$ cat src/rtl/cpu_pkg.sv
// cpu_pkg: opcode table, instruction field positions and decode FSM
// encoding shared by the pipeline stages.
package cpu_pkg;

  localparam int OPC_W = 5;
  localparam int REG_W = 3;

  localparam int OPC_HI = 15;
  localparam int OPC_LO = 11;
  localparam int RD_HI  = 10;
  localparam int RD_LO  = 8;
  localparam int RS1_HI = 7;
  localparam int RS1_LO = 5;
  localparam int RS2_HI = 4;
  localparam int RS2_LO = 2;

  localparam logic [OPC_W-1:0] OP_NOP = 5'h00;
  localparam logic [OPC_W-1:0] OP_ADD = 5'h01;
  localparam logic [OPC_W-1:0] OP_SUB = 5'h02;
  localparam logic [OPC_W-1:0] OP_AND = 5'h03;
  localparam logic [OPC_W-1:0] OP_OR  = 5'h04;
  localparam logic [OPC_W-1:0] OP_MOV = 5'h05;
  localparam logic [OPC_W-1:0] OP_LDD = 5'h06;
  localparam logic [OPC_W-1:0] OP_STD = 5'h07;
  localparam logic [OPC_W-1:0] OP_BEQ = 5'h08;

  typedef enum logic {
    S_RUN    = 1'b0,
    S_BUBBLE = 1'b1
  } state_e;

  typedef struct packed {
    logic use1;
    logic use2;
    logic reg_write;
    logic mem_read;
  } ctrl_t;

endpackage

$ cat src/rtl/instr_decoder.sv
// instr_decoder: combinational opcode table; undefined opcodes
// collapse to NOP with no register reads and no side effects.
module instr_decoder
  import cpu_pkg::*;
(
  input  logic [OPC_W-1:0] opcode,
  output logic [OPC_W-1:0] op_norm,
  output ctrl_t            ctrl
);

  always_comb begin
    ctrl    = '0;
    op_norm = opcode;
    unique case (opcode)
      OP_ADD, OP_SUB, OP_AND, OP_OR: begin
        ctrl.use1      = 1'b1;
        ctrl.use2      = 1'b1;
        ctrl.reg_write = 1'b1;
      end
      OP_MOV: begin
        ctrl.use1      = 1'b1;
        ctrl.reg_write = 1'b1;
      end
      OP_LDD: begin
        ctrl.use1      = 1'b1;
        ctrl.reg_write = 1'b1;
        ctrl.mem_read  = 1'b1;
      end
      OP_STD, OP_BEQ: begin
        ctrl.use1 = 1'b1;
        ctrl.use2 = 1'b1;
      end
      OP_NOP: begin
        ctrl = '0;
      end
      default: begin
        op_norm = OP_NOP;
      end
    endcase
  end

endmodule

$ cat src/rtl/decode_stage.sv
// decode_stage: instruction decode, load-use bubble FSM and ID/EX register.
// DECODE_WB_BYPASS_EN forwards the write-back port into the operands.
module decode_stage
  import cpu_pkg::*;
#(
  parameter int DATA_W  = 16,
  parameter int INSTR_W = 16
) (
  input  logic               i_clk,
  input  logic               i_reset,
  input  logic               i_instr_valid,
  input  logic [INSTR_W-1:0] i_instr,
  output logic               o_ready,
  input  logic               i_flush,
  input  logic               i_ex_stall,
  input  logic               i_ex_mem_read,
  input  logic [REG_W-1:0]   i_ex_rdst,
  output logic               o_rf_read1,
  output logic               o_rf_read2,
  output logic [REG_W-1:0]   o_rf_addr1,
  output logic [REG_W-1:0]   o_rf_addr2,
  input  logic [DATA_W-1:0]  i_rf_data1,
  input  logic [DATA_W-1:0]  i_rf_data2,
  input  logic               i_wb_write,
  input  logic [REG_W-1:0]   i_wb_addr,
  input  logic [DATA_W-1:0]  i_wb_data,
  output logic               o_valid,
  output logic [OPC_W-1:0]   o_opcode,
  output logic [REG_W-1:0]   o_rdst,
  output logic [REG_W-1:0]   o_rsrc1,
  output logic [REG_W-1:0]   o_rsrc2,
  output logic [DATA_W-1:0]  o_data1,
  output logic [DATA_W-1:0]  o_data2,
  output logic               o_reg_write,
  output logic               o_mem_read
);

  logic [OPC_W-1:0]  opc;
  logic [OPC_W-1:0]  opc_dec;
  logic [REG_W-1:0]  rd;
  logic [REG_W-1:0]  rs1;
  logic [REG_W-1:0]  rs2;
  ctrl_t             ctrl;
  state_e            state;
  logic              src_hit;
  logic              hazard;
  logic              bubble;
  logic [DATA_W-1:0] d1;
  logic [DATA_W-1:0] d2;

  assign opc = i_instr[OPC_HI:OPC_LO];
  assign rd  = i_instr[RD_HI:RD_LO];
  assign rs1 = i_instr[RS1_HI:RS1_LO];
  assign rs2 = i_instr[RS2_HI:RS2_LO];

  instr_decoder u_dec (
    .opcode  (opc),
    .op_norm (opc_dec),
    .ctrl    (ctrl)
  );

  assign o_rf_read1 = i_instr_valid & ctrl.use1;
  assign o_rf_read2 = i_instr_valid & ctrl.use2;
  assign o_rf_addr1 = rs1;
  assign o_rf_addr2 = rs2;

  // o_valid here means the load in execute is a real instruction
  assign src_hit = (ctrl.use1 && rs1 == i_ex_rdst) ||
                   (ctrl.use2 && rs2 == i_ex_rdst);
  assign hazard  = i_instr_valid & i_ex_mem_read & o_valid & src_hit;
  assign bubble  = (state == S_RUN) & hazard;
  assign o_ready = !i_ex_stall && !bubble;

`ifdef DECODE_WB_BYPASS_EN
  always_comb begin
    d1 = i_rf_data1;
    d2 = i_rf_data2;
    if (i_wb_write && ctrl.use1 && i_wb_addr == rs1) d1 = i_wb_data;
    if (i_wb_write && ctrl.use2 && i_wb_addr == rs2) d2 = i_wb_data;
  end

  logic unused;
  assign unused = ^i_instr[1:0];
`else
  assign d1 = i_rf_data1;
  assign d2 = i_rf_data2;

  logic unused;
  assign unused = ^{i_instr[1:0], i_wb_write, i_wb_addr, i_wb_data};
`endif

  always_ff @(posedge i_clk) begin
    if (i_reset) begin
      state       <= S_RUN;
      o_valid     <= 1'b0;
      o_opcode    <= OP_NOP;
      o_rdst      <= '0;
      o_rsrc1     <= '0;
      o_rsrc2     <= '0;
      o_data1     <= '0;
      o_data2     <= '0;
      o_reg_write <= 1'b0;
      o_mem_read  <= 1'b0;
    end else begin
      unique case (state)
        S_RUN: begin
          if (hazard && !i_ex_stall && !i_flush) state <= S_BUBBLE;
        end
        S_BUBBLE: begin
          if (i_flush || !i_ex_stall) state <= S_RUN;
        end
        default: state <= S_RUN;
      endcase

      if (i_flush) begin
        o_valid <= 1'b0;
      end else if (!i_ex_stall) begin
        if (bubble) begin
          o_valid <= 1'b0;
        end else begin
          o_valid     <= i_instr_valid;
          o_opcode    <= opc_dec;
          o_rdst      <= rd;
          o_rsrc1     <= rs1;
          o_rsrc2     <= rs2;
          o_data1     <= d1;
          o_data2     <= d2;
          o_reg_write <= ctrl.reg_write;
          o_mem_read  <= ctrl.mem_read;
        end
      end
    end
  end

endmodule

$ cat config.mk
export PLATFORM = sky130hd
export DESIGN_NAME = decode_stage
export DESIGN_NICKNAME = d
export VERILOG_FILES = /design/src/rtl/cpu_pkg.sv /design/src/rtl/instr_decoder.sv /design/src/rtl/decode_stage.sv
export SDC_FILE = /design/constraint.sdc
export NUM_CORES = 1
export LEC_CHECK = 0
export ABC_AREA = 1
export ABC_CLOCK_PERIOD_IN_PS = 1900
export BUFFER_PORTS_ARGS = -buffer_cell sky130_fd_sc_hd__buf_4
export CAP_MARGIN = 5
export CORE_AREA = 2 2 77 79
export CTS_CLUSTER_DIAMETER = 150
export DETAILED_ROUTE_END_ITERATION = 16
export DIE_AREA = 0 0 79 81
export GPL_TIMING_DRIVEN = 1
export PLACE_DENSITY = 0.78
export REMOVE_ABC_BUFFERS = 1
export SYNTH_ARGS = -nofsm -noshare
export SYNTH_HDL_FRONTEND = slang
export SYNTH_SLANG_ARGS = --single-unit
$ cat constraint.sdc
create_clock -name i_clk -period 1.9 [get_ports i_clk]
set_input_delay 0.38 -clock i_clk [delete_from_list [all_inputs] [get_ports i_clk]]
set_output_delay 0.38 -clock i_clk [all_outputs]
set_load 0.03 [all_outputs]
==> metrics list, run 1 <==
- Top FF cell, synth: sky130_fd_sc_hd__dfxtp_1
- Yosys mapped a number of flops with a built-in enable equal to 0.
* Clock Sinks: 50
- The worst path meets setup with 67.6 ps of slack.
- After floorplanning, the core was sized to cover 5680 µm².
- For this run, the top clock speed supported by timing is 0.546 GHz.
* CTS tree: done
* DR vias: 2,334
- List of cells traversed by the critical path: buf_4 -> nand2_4 -> inv_2 -> nand3_2 -> nand2_2 -> nor2_2 -> nand2_1 -> nand2_1 -> nand2_2 -> a21oi_4 -> buf_6
* Number of hold-repair buffers added at the cts stage: 0
* RSZ-0062 raised after global routing: no
- The synthesized netlist contains 21 unique library cells.
* Peak supply drop: 0.448 mV
* Pwr per Cell Area: 710 nW/µm²
* Gate count after technology mapping: 369
- Yosys printed 0 warnings.
- The final number of max-transition violations is 0.
- Vias in the first global route: 2,047
* Final core utilization: 59.9%
* Kind of end point of the critical path: primary output
* Cell with the most instances after synthesis: sky130_fd_sc_hd__nand2_1
* Placement Rows: 28
- Entering global routing, the biggest net connects 49 pins.
- For the worst setup path, the data arrival time is 1450 ps.
- Final hold analysis gives a worst-case slack of 237 ps.
- Setup violations, final: 0
- Synthesis inferred 50 register bits.
- Worst-Skew Late Latency: 300 ps
- Pin placement for this block handled 135 I/O pins.
* Area growth syn-to-layout: 42.4%
- The die covers 6400 µm².
- The largest single stage delay on the critical path is 180 ps.
- Wires add up to 5350 µm.
* Detailed placement HPWL: 3880 µm
* Initial core utilization: 42.1%
- Launching element type of the critical path: input port
- In this run the tool buffered the top-level ports with 112 buffer cells.
- After global routing the overflow that remains totals 0.
* Area share of the largest cell type after synthesis: 41.9%
* Remaining design rule violation count: 0
- DR WL/cell: 9.67 µm
* Overall die width: 79 µm
* Final critical delay including setup and external delays: 1830 ps
* Avg Cell Area, Syn: 6.47 µm²
- Routed vias/inst: 4.22
* Crit path max-delay cell type: sky130_fd_sc_hd__a21oi_4
- Data required time of the critical path: 1520 ps
- Cell area reported after detailed placement: 3260 µm²
- Worst-path clk slew: 90 ps
* Fin Clk Skew: 7.61 ps
- Dividing the final minimum period by the clock period gives 96.4%.
- Register area share after synthesis: 41.9%
* Pre-antenna DRT Iters: 4
- In this run the worst hold path is classified as in2reg.
- Tightest Pin Transition: 493 ps
- First-iteration detailed-routing DRC count: 61
- Wire length of the first global-routing pass: 8560 µm
- Total leakage power: 1.93 nW
- Die height: 81 µm
* Total clock buffers created by CTS: 5
- Worst slew slack as a fraction of its limit: 67.0%
- Count of nets left with antenna violations after detail routing: 0
- H-tree level count: 2
- The biggest area contributor in the post-synthesis netlist is sky130_fd_sc_hd__dfxtp_1.
* Commonest cells in the netlist: 103 x sky130_fd_sc_hd__nand2_1, 101 x sky130_fd_sc_hd__nor2_1, 58 x sky130_fd_sc_hd__inv_1
* Dominant cells by area after synthesis: sky130_fd_sc_hd__dfxtp_1 42%, sky130_fd_sc_hd__nand2_1 16%, sky130_fd_sc_hd__nor2_1 16%
- Post-synth design cell area: 2390 µm²
* Antenna violations before repair: 0
* NumNets Final: 554
- Type of the worst setup path: in2out
- Total Routing Usage GR: 16.3%
- With fillers left out, the area of the finished cells amounts to 3400 µm².
- Fraction of final layout cells sized beyond drive strength 1: 30.8%
- N_diodes: 0
- For this run, asynchronously set or reset flops after synthesis account for 0%.
* Status: finished clean
* Largest fanout of any net on the critical path: 3
- Worst slack, placed: -63.2 ps
- Max Root-Sink Buffers: 2
- The tree is rooted in a sky130_fd_sc_hd__clkbuf_8.
- The completed layout was analyzed and its total power is 0.00242 W.
* Max-cap violations: 0
- The final hold violation count came to 0.
* Last weighted congestion value of the routability-driven placer: 0.752
worst max-delay path: cells and delay by family:
kind | cells | cell delay, ps
buffers and inverters | 3 | 340
AOI/OAI and AO/OA | 1 | 180
and+or+nand+nor | 7 | 560
layer usage:
metal | wire [µm] | part of all wire, % | GRT usage, %
met1 | 2250 | 42 | 18.4
met2 | 2660 | 50 | 30.3
met3 | 358 | 6.7 | 4.11
met4 | 76 | 1.4 | 4.66
met5 | 0 | 0 | 0
power by group:
part           switching (W)  internal, W  total, W
registers          0.0000337      0.00112   0.00115
logic               0.000367     0.000263  0.000631
clock network       0.000344     0.000293  0.000637
cells in the final DEF (no fill, tap or decap):
cell type                    count
sky130_fd_sc_hd__a21oi_1         2
sky130_fd_sc_hd__a21oi_4         1
sky130_fd_sc_hd__a311oi_1        1
sky130_fd_sc_hd__buf_12          3
sky130_fd_sc_hd__buf_4         118
sky130_fd_sc_hd__buf_6           1
sky130_fd_sc_hd__clkbuf_8        6
sky130_fd_sc_hd__clkinv_2        1
sky130_fd_sc_hd__clkinvlp_4      1
sky130_fd_sc_hd__dfxtp_1        50
sky130_fd_sc_hd__inv_1          58
sky130_fd_sc_hd__inv_2           3
sky130_fd_sc_hd__nand2_1       103
sky130_fd_sc_hd__nand2_2         3
sky130_fd_sc_hd__nand2_4         1
sky130_fd_sc_hd__nand3_1         4
sky130_fd_sc_hd__nand3_2         4
sky130_fd_sc_hd__nand4_1         3
sky130_fd_sc_hd__nor2_1        101
sky130_fd_sc_hd__nor2_2          1
sky130_fd_sc_hd__nor2_4          2
sky130_fd_sc_hd__nor3_1          2
sky130_fd_sc_hd__nor3b_1         1
sky130_fd_sc_hd__o21ai_2         2
sky130_fd_sc_hd__xnor2_1         2
sky130_fd_sc_hd__xor2_1          4
cell type report:
type	instances	area, µm²
flip-flops and latches	50	1000
clock inverters	2	12.5
multi-input cells	237	1030
repair buffers	122	957
fillers	541	2270
inverters	61	229
clock buffers	6	82.6
well taps	75	93.8
state kept, by name, summed over array words and instances (netlist names):
name and cells:
o_mem_read 1, o_data2 16, o_valid 1, o_rsrc1 3
o_rsrc2 3, o_reg_write 1, state 1, o_data1 16
o_rdst 3, o_opcode 5
final timing paths:
check	start	to	slack [ps]	depth (start not counted)
hold reg to reg	o_opcode[4]	o_opcode[4]	450	2
setup / recovery	i_instr[11]	o_ready	70	11
hold / removal	i_reset	o_opcode[4]	240	2
setup reg to reg	o_valid	o_data2[10]	260	7
cells by family after synthesis:
kind of cell | count (synthesis) | synth area share (%)
XOR/XNOR | 6 | 2.20
flip-flops | 50 | 41.9
AND/OR/NAND/NOR | 225 | 37.7
buffers and inverters | 82 | 16.4
AO/OA/AOI/OAI | 6 | 1.73
per-stage QoR:
step           TNS, ps  std cells
3_5_place_dp      -918        544
4_1_cts              0        552
6_report             0        553
5_1_grt              0        553
3_3_place_gp     -90.4        544
2_1_floorplan   -21690        348
repair_timing:
action	in CTS	in global routing
gates resized for setup	0	7
setup buffers	0	1
setup endpoints to repair	0	1
Power figures use the tool's default switching activity.
==> run 2, diff against run 1 <==
--- a/config.mk
+++ b/config.mk
@@ -9,12 +9,12 @@
 export ABC_CLOCK_PERIOD_IN_PS = 1900
 export BUFFER_PORTS_ARGS = -buffer_cell sky130_fd_sc_hd__buf_4
 export CAP_MARGIN = 5
-export CORE_AREA = 2 2 77 79
+export CORE_AREA = 2 2 81 83
 export CTS_CLUSTER_DIAMETER = 150
 export DETAILED_ROUTE_END_ITERATION = 16
-export DIE_AREA = 0 0 79 81
+export DIE_AREA = 0 0 83 85
 export GPL_TIMING_DRIVEN = 1
-export PLACE_DENSITY = 0.78
+export PLACE_DENSITY = 0.72
 export REMOVE_ABC_BUFFERS = 1
 export SYNTH_ARGS = -nofsm -noshare
 export SYNTH_HDL_FRONTEND = slang
==> run 2 against run 1 <==
Via count is 0.13% lower. Highest routed layer unchanged. Largest cell class unchanged. Combinational power fell by 1%. Cell area shrank 1.0%.
==> metrics list, run 2 (synthesized netlist as in run 1, its figures left out) <==
- The largest registers in the layout are o_data1 x16, o_data2 x16, o_opcode x5.
- The post-detailed-placement half-perimeter wirelength is 4060 µm (+4.6%).
* Hold path cells: 2 (unchanged)
* Max Root-Sink Buffers: 2 (unchanged)
- The measured slew at the worst slew-check pin was 403 ps (-90.5 ps).
- H-tree level count: 2 (unchanged)
- Count of nets left with antenna violations after detail routing: 0 (unchanged)
- The detailed-routing iteration count for the pre-antenna-repair pass came to 4 (unchanged).
* Die height: 85 µm (+4.9%)
- The register area was 1000 µm² (unchanged).
- The DRC violation count after routing came to 0 (unchanged).
- Cells resized by post-CTS repair: 0 (unchanged)
* Type of the worst setup path: in2out
- Worst-path clk slew: 90 ps (about the same)
- The net total in the final layout was 552 (-0.36%).
- STA classifies the critical path startpoint as an input port.
- Fraction of final layout cells sized beyond drive strength 1: 30.0% (-0.71 points)
- Counting stages on the worst path, the most repeated cell is sky130_fd_sc_hd__nand2_1.
- The overall global routing resource usage is 14.5% (-1.8 points).
- CTS tree: done
- Area of the multi-input gates: 1020 µm² (-0.98%)
* Commonest non-fill, non-tap cells in the layout: 117 x sky130_fd_sc_hd__buf_4, 103 x sky130_fd_sc_hd__nand2_1, 101 x sky130_fd_sc_hd__nor2_1
- Layout fillers: 618 (+14%)
* RSZ-0062 raised after global routing: no
- The number of buffers added on ports is 112 (unchanged).
- The wire length of the first global-routing pass is 8680 µm (+1.4%).
- The min-delay analysis places its worst path in the category in2reg.
- In this run the clock root is driven by a sky130_fd_sc_hd__clkbuf_8.
* Number of hold-repair buffers added at the cts stage: 0 (unchanged)
- Post-layout total power: 0.00241 W (-0.15%)
* Fin Clk Skew: 10.3 ps (+2.66 ps)
- Worst-Skew Late Latency: 300 ps (about the same)
- Max-cap violations: 0 (unchanged)
- Setup TNS: 0 ps (unchanged)
- The count of vias placed by the detailed router was 2,331 (-0.13%).
* Worst r2r path cells: 7 (unchanged)
- Final critical delay including setup and external delays: 1810 ps (-25.4 ps)
- The final-report setup violation count came to 0 (unchanged).
- Worst path arrival time: 1430 ps (-20 ps)
- The final number of max-transition violations came to 0 (unchanged).
* Post-CTS Setup Inserts: 0 (unchanged)
* Hold slack: 237 ps (-0.0810 ps)
- Total leakage power: 1.91 nW (-0.89%)
* Antenna violations before repair: 0 (unchanged)
- Clock Sinks: 50 (unchanged)
- The number of top-level design ports is 135 (unchanged).
* Most common library cell in the layout ignoring fill and taps: sky130_fd_sc_hd__buf_4
- The total detailed-routing wirelength was 5250 µm (-1.8%).
* Kind of end point of the critical path: primary output
- Crit path max-delay cell type: sky130_fd_sc_hd__a21oi_2
- The total grt overflow was 0 (unchanged).
- From synthesis to final layout, the design area changed by 41.0%.
- Peak clock frequency supported by timing: 0.553 GHz (+1.4%)
- The site row count is 29 (+3.6%).
- The flow ran to the end, and the final reports show no timing, DRC or antenna violations.
* N_diodes: 0 (unchanged)
- Initial core utilization: 38.5% (-3.6 points)
- The max-slew headroom at the worst pin was 73.1% (+6.0 points).
- Worst slack, placed: 8.03 ps (+71.2 ps)
- List of cells traversed by the critical path: buf_4 -> nand2_2 -> inv_2 -> nand3_1 -> nand2_1 -> nor2_2 -> nand2_1 -> nand2_1 -> nand2_2 -> a21oi_2 -> buf_6
* Worst-case setup margin in the final layout: 93.0 ps (+25.4 ps)
- Peak per-stage delay on the critical path: 160 ps (-20 ps)
- Vias in the first global route: 2,120 (+3.6%)
- The placer's final routability congestion estimate is 0.755 (+0.40%).
* Pwr per Cell Area: 717 nW/µm² (+0.88%)
* Total clock buffers created by CTS: 5 (unchanged)
- The first-iteration detailed-routing DRC count was 44 (-28%).
* Register-to-register setup slack: 430 ps (+170 ps)
- Data required time of the critical path: 1520 ps (about the same)
* Area of the die: 7060 µm² (+10%)
- Pin count of the biggest net entering global routing: 33 (-33%)
- The floorplan die width is 83 µm (+5.1%).
- The via count normalized by instance count came to 4.22 (-0.13%).
- The highest fanout seen on the critical path was 3 (unchanged).
- The final hold violation count is 0 (unchanged).
- Peak supply drop: 0.471 mV (+5.1%)
- Final clock period utilization by the worst path: 95.1% (-1.3 points)
- The average routed wire per standard cell was 9.49 µm (-1.8%).
- Std-Cell Core Area: 6200 µm² (+9.3%)
-- run 2: metal layers --
| metal | vias up | routed length (µm) | track usage (%) |
|---|---|---|---|
| li1 | 1267 | - | - |
| met1 | 1003 | 2210 | 15.0 |
| met2 | 56 | 2660 | 28.3 |
| met3 | 5 | 341 | 4.67 |
| met4 | 0 | 42 | 3.13 |
| met5 | - | 0 | 0 |
-- run 2: metrics by stage --
step / utilization [%] / instances / instance area, µm²
finish: 54.3 / 553 / 3370
global placement: 52.5 / 545 / 3250
floorplan: - / 348 / 2220
detailed placement: 52.5 / 545 / 3250
global route: 54.3 / 553 / 3370
CTS: 54.0 / 553 / 3350
-- run 2: critical path: cells and delay by family --
| family | cells | cell delay (ps) |
|---|---|---|
| buffers and inverters | 3 | 330 |
| AOI/OAI and AO/OA | 1 | 160 |
| and+or+nand+nor | 7 | 560 |
-- run 2: path summary, 6_finish.rpt --
path | startpoint | to
worst max register to register | o_valid | o_data1[9]
worst max-delay path | i_instr[11] | o_ready
worst min register to register | o_opcode[4] | o_opcode[4]
worst min-delay path | i_reset | o_opcode[4]
-- run 2: report_power, final --
| group | internal [W] | switching [W] | leakage [nW] |
|---|---|---|---|
| combinational | 0.000260 | 0.000363 | 1.45 |
| sequential | 0.00112 | 0.0000338 | 0.412 |
| clock | 0.000301 | 0.000341 | 0.0489 |
| total | 0.00168 | 0.000737 | 1.91 |
-- run 2: area by class of cell --
type                            instances  area share [%]
Multi-Input combinational cell        237            30.2
Sequential cell                        50            29.7
Timing Repair Buffer                  120            27.6
Inverter                               61            6.80
Tap cell                               77            2.86
Clock buffer                            7            2.56
Clock inverter                          1           0.260
